**src/rtl/length_generation_n.sv**
```systemverilog
// Per-word compressed length encoder with cache-line packing,
// block size limiting and flush padding.
module length_generation_n #(
    parameter int NUM_WORDS   = 2,
    parameter int WORD_SIZE   = 32,
    parameter int CACHE_LINE  = 128,
    parameter int BLOCK_LIMIT = 256,
    localparam int LW = $clog2(WORD_SIZE + 3),
    localparam int TW = $clog2(NUM_WORDS * (WORD_SIZE + 2) + 1),
    localparam int FW = $clog2(CACHE_LINE + 1),
    localparam int BW = $clog2(BLOCK_LIMIT + NUM_WORDS * (WORD_SIZE + 2) + 1)
) (
    input  logic                    i_clk,
    input  logic                    i_reset,
    input  logic                    i_valid,
    output logic                    o_ready,
    input  logic [NUM_WORDS-1:0]    i_type_matched1,
    input  logic [NUM_WORDS-1:0]    i_match_s,
    input  logic [2*NUM_WORDS-1:0]  i_type_matched2,
    input  logic                    i_last,
    input  logic                    i_flush,
    output logic [3*NUM_WORDS-1:0]  o_encoded,
    output logic [LW*NUM_WORDS-1:0] o_length,
    output logic [TW-1:0]           o_total_length,
    output logic                    o_valid,
    output logic [FW-1:0]           o_shift_amount,
    output logic                    o_store_flag,
    output logic                    o_output_flag,
    output logic                    o_fill_flag,
    output logic                    o_stop_flag,
    output logic                    o_send_back,
    output logic [FW-1:0]           o_fill_level
);

    localparam int SW = FW + 1;
    localparam logic [1:0] ACCUM = 2'd0;
    localparam logic [1:0] FLUSH = 2'd1;
    localparam logic [1:0] ABORT = 2'd2;

    logic [1:0]    state;
    logic          rst_done;
    logic [FW-1:0] fill;
    logic [FW-1:0] snap;
    logic [BW-1:0] block_count;

    logic [2:0]    code [NUM_WORDS];
    logic [LW-1:0] len  [NUM_WORDS];
    logic [TW-1:0] total;

    always_comb begin
        total     = '0;
        o_encoded = '0;
        o_length  = '0;
        for (int k = 0; k < NUM_WORDS; k++) begin
            code[k] = 3'b110;
            len[k]  = LW'(WORD_SIZE + 2);
            if (i_type_matched1[k]) begin
                code[k] = 3'b000;
                len[k]  = LW'(2);
            end else if (i_match_s[k]) begin
                code[k] = 3'b001;
                len[k]  = LW'(6);
            end else begin
                unique case (i_type_matched2[2*k +: 2])
                    2'b11: begin code[k] = 3'b011; len[k] = LW'(16); end
                    2'b10: begin code[k] = 3'b100; len[k] = LW'(24); end
                    2'b01: begin code[k] = 3'b101; len[k] = LW'(12); end
                    default: begin
                        code[k] = 3'b110;
                        len[k]  = LW'(WORD_SIZE + 2);
                    end
                endcase
            end
            o_encoded[3*k +: 3] = code[k];
            o_length[LW*k +: LW] = len[k];
            total = total + TW'(len[k]);
        end
    end

    assign o_total_length = total;
    assign o_fill_level   = fill;
    assign o_ready        = rst_done & (state != FLUSH);

    logic          accept;
    logic [BW-1:0] blk_sum;
    logic          over;
    logic [SW-1:0] s_sum;
    logic [FW-1:0] snap_eff;
    logic          acc_store;
    logic          acc_out;
    logic [FW-1:0] acc_shift;
    logic [FW-1:0] acc_fill;
    logic [FW-1:0] post_fill;
    logic          go_abort;
    logic          go_flush;

    assign accept   = i_valid & o_ready;
    assign blk_sum  = block_count + BW'(total);
    assign over     = blk_sum > BW'(BLOCK_LIMIT);
    assign s_sum    = SW'(fill) + SW'(total);
    assign snap_eff = (block_count == '0) ? fill : snap;

    always_comb begin
        acc_store = 1'b0;
        acc_out   = 1'b0;
        acc_shift = '0;
        acc_fill  = fill;
        if (over) begin
            acc_fill = snap_eff;
        end else if (s_sum < SW'(CACHE_LINE)) begin
            acc_store = 1'b1;
            acc_shift = FW'(total);
            acc_fill  = FW'(s_sum);
        end else if (s_sum == SW'(CACHE_LINE)) begin
            acc_out   = 1'b1;
            acc_shift = FW'(total);
            acc_fill  = '0;
        end else begin
            // spill: the remainder opens the next line
            acc_out   = 1'b1;
            acc_shift = FW'(CACHE_LINE) - fill;
            acc_fill  = FW'(s_sum - SW'(CACHE_LINE));
        end
    end

    assign post_fill = accept ? acc_fill : fill;
    assign go_abort  = accept & over & ~i_last;
    assign go_flush  = i_flush & ~go_abort & (post_fill != '0);

    always_ff @(posedge i_clk or negedge i_reset) begin
        if (!i_reset) begin
            state          <= ACCUM;
            rst_done       <= 1'b0;
            fill           <= '0;
            snap           <= '0;
            block_count    <= '0;
            o_valid        <= 1'b0;
            o_shift_amount <= '0;
            o_store_flag   <= 1'b0;
            o_output_flag  <= 1'b0;
            o_fill_flag    <= 1'b0;
            o_stop_flag    <= 1'b0;
            o_send_back    <= 1'b0;
        end else begin
            rst_done       <= 1'b1;
            o_valid        <= 1'b0;
            o_shift_amount <= '0;
            o_store_flag   <= 1'b0;
            o_output_flag  <= 1'b0;
            o_fill_flag    <= 1'b0;
            o_stop_flag    <= 1'b0;
            unique case (state)
                ACCUM: begin
                    if (accept) begin
                        o_valid        <= 1'b1;
                        o_store_flag   <= acc_store;
                        o_output_flag  <= acc_out;
                        o_shift_amount <= acc_shift;
                        o_stop_flag    <= over;
                        o_send_back    <= over;
                        block_count    <= i_last ? '0 : blk_sum;
                        if (block_count == '0) snap <= fill;
                    end
                    fill <= post_fill;
                    if (go_abort) state <= ABORT;
                    else if (go_flush) state <= FLUSH;
                end
                ABORT: begin
                    if (accept) begin
                        o_valid <= 1'b1;
                        if (i_last) begin
                            state       <= ACCUM;
                            o_send_back <= 1'b0;
                            block_count <= '0;
                        end
                    end
                end
                FLUSH: begin
                    o_valid        <= 1'b1;
                    o_fill_flag    <= 1'b1;
                    o_output_flag  <= 1'b1;
                    o_shift_amount <= FW'(CACHE_LINE) - fill;
                    fill           <= '0;
                    state          <= ACCUM;
                end
                default: state <= ACCUM;
            endcase
        end
    end

endmodule

```
**config.mk**
```make
export PLATFORM = sky130hd
export DESIGN_NAME = length_generation_n
export DESIGN_NICKNAME = d
export VERILOG_FILES = /design/src/rtl/length_generation_n.sv
export SDC_FILE = /design/constraint.sdc
export NUM_CORES = 1
export LEC_CHECK = 0
export ABC_CLOCK_PERIOD_IN_PS = 7500
export CAP_MARGIN = 20
export CORE_UTILIZATION = 52
export CTS_BUF_LIST = sky130_fd_sc_hd__clkbuf_4 sky130_fd_sc_hd__clkbuf_8 sky130_fd_sc_hd__clkbuf_16
export DETAILED_ROUTE_END_ITERATION = 7
export GPL_TIMING_DRIVEN = 0
export PLACE_DENSITY = 0.81
export SLEW_MARGIN = 10
export SYNTH_ARGS = -nofsm -noshare
export SYNTH_HDL_FRONTEND = slang
export SYNTH_SLANG_ARGS = --single-unit
```
**constraint.sdc**
```tcl
create_clock -name i_clk -period 7.5 [get_ports i_clk]
set_clock_uncertainty 0.15 [all_clocks]
set_input_delay 1.5 -clock i_clk [delete_from_list [all_inputs] [get_ports i_clk]]
set_output_delay 1.5 -clock i_clk [all_outputs]
set_load 0.03 [all_outputs]
```
==> run_results.csv, run 1 <==
group,metric,value,unit
sta,final-max-slew-violation-count,0,
worst_setup_path,crit_type,"input port to register",
finish,nFillCells,436,
worst_setup_path,cpMostUsedCell,"ha_1",
route,via_per_inst,5.968,
sta,finalSetupTns,0,ns
route,wl,7605,µm
clock_network,cts_root_buf,"clkbuf_8",
synthesis,avgSynthCellArea,9.205,µm²
sta,finalCriticalPeriod,6.582,ns
clock_network,cts_hold_buf,0,
worst_setup_path,required,7.52,ns
power,power,1.186,mW
synthesis,yosys.area_share.simple,19.46,%
sta,fin_crit_sh,87.76,%
worst_setup_path,worstReg2RegStart,"o_fill_level[1]",
global_route,overflow,0,
clock_network,post_cts_resized,0,
sta,fmax,151.9,MHz
synthesis,synth-compound-area-share,19.92,%
floorplanning,core,5507,µm²
sta,hold_viol,0,
global_route,grt_pass1_vias,2728,
global_route,antenna_found_initial,0,
worst_setup_path,start_kind,"input port",
power,p_int,0.6711,mW
floorplanning,num_io_pins,61,
finish,finalNetCount,432,
clock_network,cts_sinks,41,
global_route,track_usage,27.54,%
power,swShare,43.40,%
power,power_frac_clock,16.4,%
power,p_sw,0.5146,mW
finish,final_cells,463,
worst_setup_path,cp.arrival,6.60,ns
power,p_comb_share,54.7,%
route,antenna_left,0,
floorplanning,dieHeight,77.50,µm
sta,tightest_slew,0.7914,ns
clock_network,clk_path_buf_depth,2,
job,drv_cap,0,
sta,rsz0062_at_grt,"no",
worst_setup_path,path_cells,"clkdlybuf4s50_1 > inv_1 > ha_1 > or3_1 > ha_1 > fa_1 > a21o_1 > a21oi_1 > xnor2_1 > ha_1 > a21oi_1 > nand2_1 > or3_4 > a2111oi_4 > nor2_2 > or3_1 > a22oi_1 > a31oi_1",
clock_network,path_clk_slew,0.08,ns
power,irDropWorstVdd,0.1868,mV
worst_setup_path,cp_slowest_stage_delay,0.62,ns
route,drt_first_pass_iters,5,
floorplanning,floorplan.die.width,77.50,µm
finish,num_antenna_cells,0,
synthesis,synthDistinctLibCells,52,
synthesis,synth_edf_count,0,
power,leakage,1.738,nW
placement,gp_congestion,0.9003,
finish,ff_latch_area,1026,µm²
synthesis,async_flop_share,100.0,%
clock_network,cts_made_buffers,5,
clock_network,cts_tree,"built",
finish,area_delta_synth_final,27.27,%
synthesis,synth_xor_xnor_area_share,4.432,%
placement,numPortBuffers,57,
route,vias,2763,
sta,max_slew_margin,46.75,%
synthesis,synth_flop_cell,"dfrtp_1",
power,p_per_area,314.3,nW/µm²
finish,final_layout_size_suffix_gt1_share,6.650,%
power,sequentialPowerShare,28.9,%
floorplanning,start_util,53.83,%
placement,post-place-cells,455,
finish,multi_input_area,1837,µm²
global_route,grt_max_degree,27,
worst_setup_path,end_kind,"register",
floorplanning,rows,27,
worst_setup_path,slowest_stage,"a2111oi_4",
route,drt-initial-drc-count,249,
clock_network,post_cts_buffers,0,
synthesis,yosys_warnings,0,
synthesis,syn-instance-count,322,
min_path,min_from,"snap[1]",
synthesis,synth_area,2964,µm²
run_status,status,"completed",
placement,dpl.hpwl,5759,µm
worst_setup_path,cp_max_fo,7,
synthesis,synth_top_family_by_area,"compound AO/OA/AOI/OAI gates",
route,drc,0,
synthesis,synth_seq_cells,41,
sta,setup_viol,0,
global_route,grt_first_pass_wirelength,13120,µm
synthesis,synth_fa_ha_area_share,13.00,%
synthesis,muxShareOfSynthArea,4.643,%
worst_setup_path,setup.worst_path.start,"i_type_matched2[0]",
min_path,hp-class,"register to register",
clock_network,htree_levels,2,
clock_network,clkLatencyLatePin,0.30,ns
floorplanning,dieArea,6006,µm²
route,routedWlPerCell,16.43,µm
synthesis,seq_area_frac_synth,34.61,%
[critical path, delay by kind of cell]
family | cells | cell delay [ns]
fa+ha+maj | 4 | 1.23
buf+inv | 2 | 0.61
simple gates | 5 | 1.50
xor+xnor | 1 | 0.28
compound gates | 6 | 1.46
[synth_stat cells, drive strengths merged (4+ instances only)]
library cell  number  area [µm²]
xor2               8       70.07
mux2               6       67.56
a32o               4       40.04
a21oi             14       70.07
o21ai             24       120.1
and2               8       50.05
ha                26       325.3
a21o               5       37.54
nand3              6       30.03
dfrtp             41        1026
or3                6       42.54
inv               16       60.06
xnor2              7       61.31
mux2i              7       70.07
o21a               6       45.04
nor2b              4       25.02
nor3               9       45.04
nand2b             7       43.79
clkbuf             6       22.52
nor2              30       117.6
buf                4       26.27
a22o               7       61.31
nand2             24       90.09
[sequential cells by signal, summed over array words and instances, names as in the netlist]
name / cells
block_count: 8
o_fill_level: 8
o_shift_amount: 8
snap: 8
state: 2
o_fill_flag: 1
o_output_flag: 1
o_send_back: 1
o_stop_flag: 1
o_store_flag: 1
o_valid: 1
rst_done: 1
[placed cells by master, fill, tap and decap left out, types with 3 or more instances in the layout]
cell | Yosys | layout
clkdlybuf4s50_1 | 0 | 56
dfrtp_1 | 41 | 41
nor2_1 | 28 | 28
ha_1 | 26 | 26
nand2_1 | 24 | 24
o21ai_0 | 21 | 21
inv_1 | 16 | 16
a21oi_1 | 14 | 14
nor3_1 | 9 | 9
and2_1 | 8 | 8
xor2_1 | 8 | 8
xnor2_1 | 7 | 7
nand2b_1 | 7 | 7
mux2i_1 | 7 | 7
a22o_1 | 7 | 7
o21a_1 | 6 | 6
nand3_1 | 6 | 6
clkbuf_1 | 6 | 6
mux2_2 | 6 | 6
clkbuf_8 | 0 | 6
or3_1 | 5 | 5
a21o_1 | 5 | 5
nor2b_1 | 4 | 4
a32o_1 | 4 | 4
conb_1 | 2 | 4
nor4b_1 | 3 | 3
o211ai_1 | 3 | 3
o21ai_1 | 3 | 3
or4_1 | 3 | 3
a21boi_0 | 3 | 3
nor4_1 | 3 | 3
o22ai_1 | 3 | 3
nor3b_1 | 3 | 3
o31ai_1 | 3 | 3
a22oi_1 | 3 | 3
fa_1 | 3 | 3
buf_4 | 3 | 3
[metrics by stage]
step / hold slack (ns) / cell area [µm²] / utilization [%] / worst slack [ns]
finish: 0.3393 / 3772 / 68.51 / 0.9180
global route: 0.3648 / 3772 / 68.51 / 0.5565
CTS: 0.3442 / 3772 / 68.51 / 0.9694
detailed placement: 0.3205 / 3652 / 66.33 / 0.6751
global placement: 0.3141 / 3632 / 65.96 / 0.7109
floorplan: 0.2998 / 2972 / - / 1.289
[metal layers]
metal	track usage (%)	share of wire, %	vias to the layer above
li1	-	-	1289
met1	36.58	42	1321
met2	45.66	49	129
met3	4.000	5.7	24
met4	9.623	2.9	0
met5	0	0	-
[path summary, 6_finish.rpt]
kind,end,slack (ns),cells after the start
setup / recovery,state[0],0.92,18
hold / removal,snap[1],0.34,2
setup reg to reg,o_shift_amount[5],4.06,7
hold reg to reg,snap[1],0.34,2
max in group asynchronous,o_shift_amount[1],5.77,2
min in group asynchronous,o_fill_level[7],0.96,1
[cell type report]
class | instances | share of cell area (%)
Clock inverter | 1 | 0.7960
Tap cell | 72 | 2.388
Buffer | 10 | 1.294
Sequential cell | 41 | 27.20
Inverter | 16 | 1.592
Clock buffer | 7 | 2.388
Multi-Input combinational cell | 257 | 48.69
Timing Repair Buffer | 59 | 15.66
[power groups by stage]
| stage | Combinational (mW) | Clock (mW) | Sequential [mW] |
|---|---|---|---|
| 2_1_floorplan | 0.384 | 0 | 0.398 |
| 4_1_cts | 0.646 | 0.195 | 0.341 |
| 3_3_place_gp | 0.624 | 0 | 0.343 |
| 6_report | 0.649 | 0.194 | 0.343 |
| 5_1_grt | 0.708 | 0.206 | 0.351 |
| 3_5_place_dp | 0.639 | 0 | 0.346 |
[kinds of logic after synthesis]
family                   Yosys count
AND/OR/NAND/NOR                  111
AO/OA/AOI/OAI                     85
flip-flops                        41
adder cells (fa/ha/maj)           29
buffers and inverters             26
XOR/XNOR                          15
multiplexers                      13
other                              2
No activity file was read; power rests on OpenSTA's default activity.
==> run 2: changes to the inputs <==
--- a/config.mk
+++ b/config.mk
@@ -12,6 +12,7 @@
 export DETAILED_ROUTE_END_ITERATION = 7
 export GPL_TIMING_DRIVEN = 0
 export PLACE_DENSITY = 0.81
+export SKIP_CTS_REPAIR_TIMING = 1
 export SLEW_MARGIN = 10
 export SYNTH_ARGS = -nofsm -noshare
 export SYNTH_HDL_FRONTEND = slang
==> results of run 2 <==
Same layout as run 1: the final DEF is identical, and so are final timing and power.
==> RTL edit: new RTL, settings of run 1 <==
Set the parameter `NUM_WORDS` to 8 (it was 2).
--- a/src/rtl/length_generation_n.sv
+++ b/src/rtl/length_generation_n.sv
@@ -1,7 +1,7 @@
 // Per-word compressed length encoder with cache-line packing,
 // block size limiting and flush padding.
 module length_generation_n #(
-    parameter int NUM_WORDS   = 2,
+    parameter int NUM_WORDS   = 8,
     parameter int WORD_SIZE   = 32,
     parameter int CACHE_LINE  = 128,
     parameter int BLOCK_LIMIT = 256,
Interface: changed (6 resized); port bits go from 61 to 141. No check against the original RTL was run, so the function may have changed too.
==> RTL edit against run 1 <==
- sequential cell count is 1 higher
- critical path type unchanged
- area after synthesis is 56% higher
- setup slack worse by 860 ps
- first-iteration DRC count is 10% higher
- power is 150% higher
- cell count is 77% higher
- routed wire length is 85% higher
- cell area is 84% higher
==> RTL edit: results <==
[run_status]
status = finished, final reports clean

[cells_and_area]
ff_latch_area_um2 = 1051
clk_share_pct = 1.619
multi_input_area_share_pct = 53.52
buffers = 179
fillers = 574
nMultiInputCombCells = 408
finalNetCount = 836
bufAreaShareNonClock_pct = 23.31

[drt]
wl_met2_um = 7212
drt_iter0_markers = 274
dr_wl_met3_um = 880
wl_um = 14050
via_per_inst = 5.524
wl_met1_um = 5759
wl_per_cell_um = 17.12

[placement]
io_buffers = 131
place_hpwl_um = 10930
routabilityCongestion = 0.9173
dp_slack_ps = -1280
dpl.cell_count = 780
place_area_um2 = 6392

[setup_path]
slowest_delay_ps = 530
reg2reg_from = block_count[1]
reg2reg_slack_ps = 4140
worst-path-buf-inv = 7
path_max_fanout = 8
r2r-end = state[0]
cp-startpoint = i_type_matched2[10]
arrival_ps = 7490

[yosys]
synth_compound_area_share_pct = 15.02
synthAdderAreaFrac_pct = 28.63
synthCells = 532
yosysSeqAreaShare_pct = 22.78
synth.mux.area_fraction_pct = 1.437
ys_top_cells_by_area = dfrtp_1, ha_1, fa_1, nor2_1, inv_1
synth_cell_types = 63
synth.most_common_cell = nor2_1

[global_routing]
grt_pass1_vias = 4551
grt_util_all_layers_pct = 30.68
grt_pass1_wl_um = 21740
grt_max_degree = 38

[power]
peakVddDrop_mv = 0.2660
p_leak_uw = 0.003195
p_per_area_nw_per_um2 = 425.8

[worst_hold_path]
min_from = rst_done
min_to = state[1]
hold_depth = 1

[sta]
fin_ws_ps = 54.14
maxSlewHeadroom_pct = 47.43

[clocking]
post_cts_buffers = 22
==> RTL edit: cell types whose count changed in the layout (fill, tap and decap cells not counted), moves of 7 or more <==
| cell | change |
|---|---|
| buf_4 | +42 |
| clkbuf_2 | +10 |
| clkdlybuf4s50_1 | +42 |
| fa_1 | +26 |
| ha_1 | +17 |
| ha_4 | +12 |
| inv_1 | +44 |
| inv_2 | +10 |
| mux2i_1 | -7 |
| nor2_1 | +46 |
| nor3_1 | +17 |
==> RTL edit: power breakdown <==
part | leakage, uW | switching [uW] | internal, uW | total [uW]
Sequential | 0.000557 | 69.1 | 299 | 368
Combinational | 0.00258 | 1400 | 1010 | 2410
Clock | 0.0000585 | 84.1 | 99.8 | 184
Total | 0.00320 | 1560 | 1410 | 2960
==> RTL edit: metal layers <==
metal / global-route usage (%) / up-vias
li1: - / 2143
met1: 37.03 / 2173
met2: 56.50 / 198
met3: 5.213 / 21
met4: 6.841 / 0
met5: 0 / -
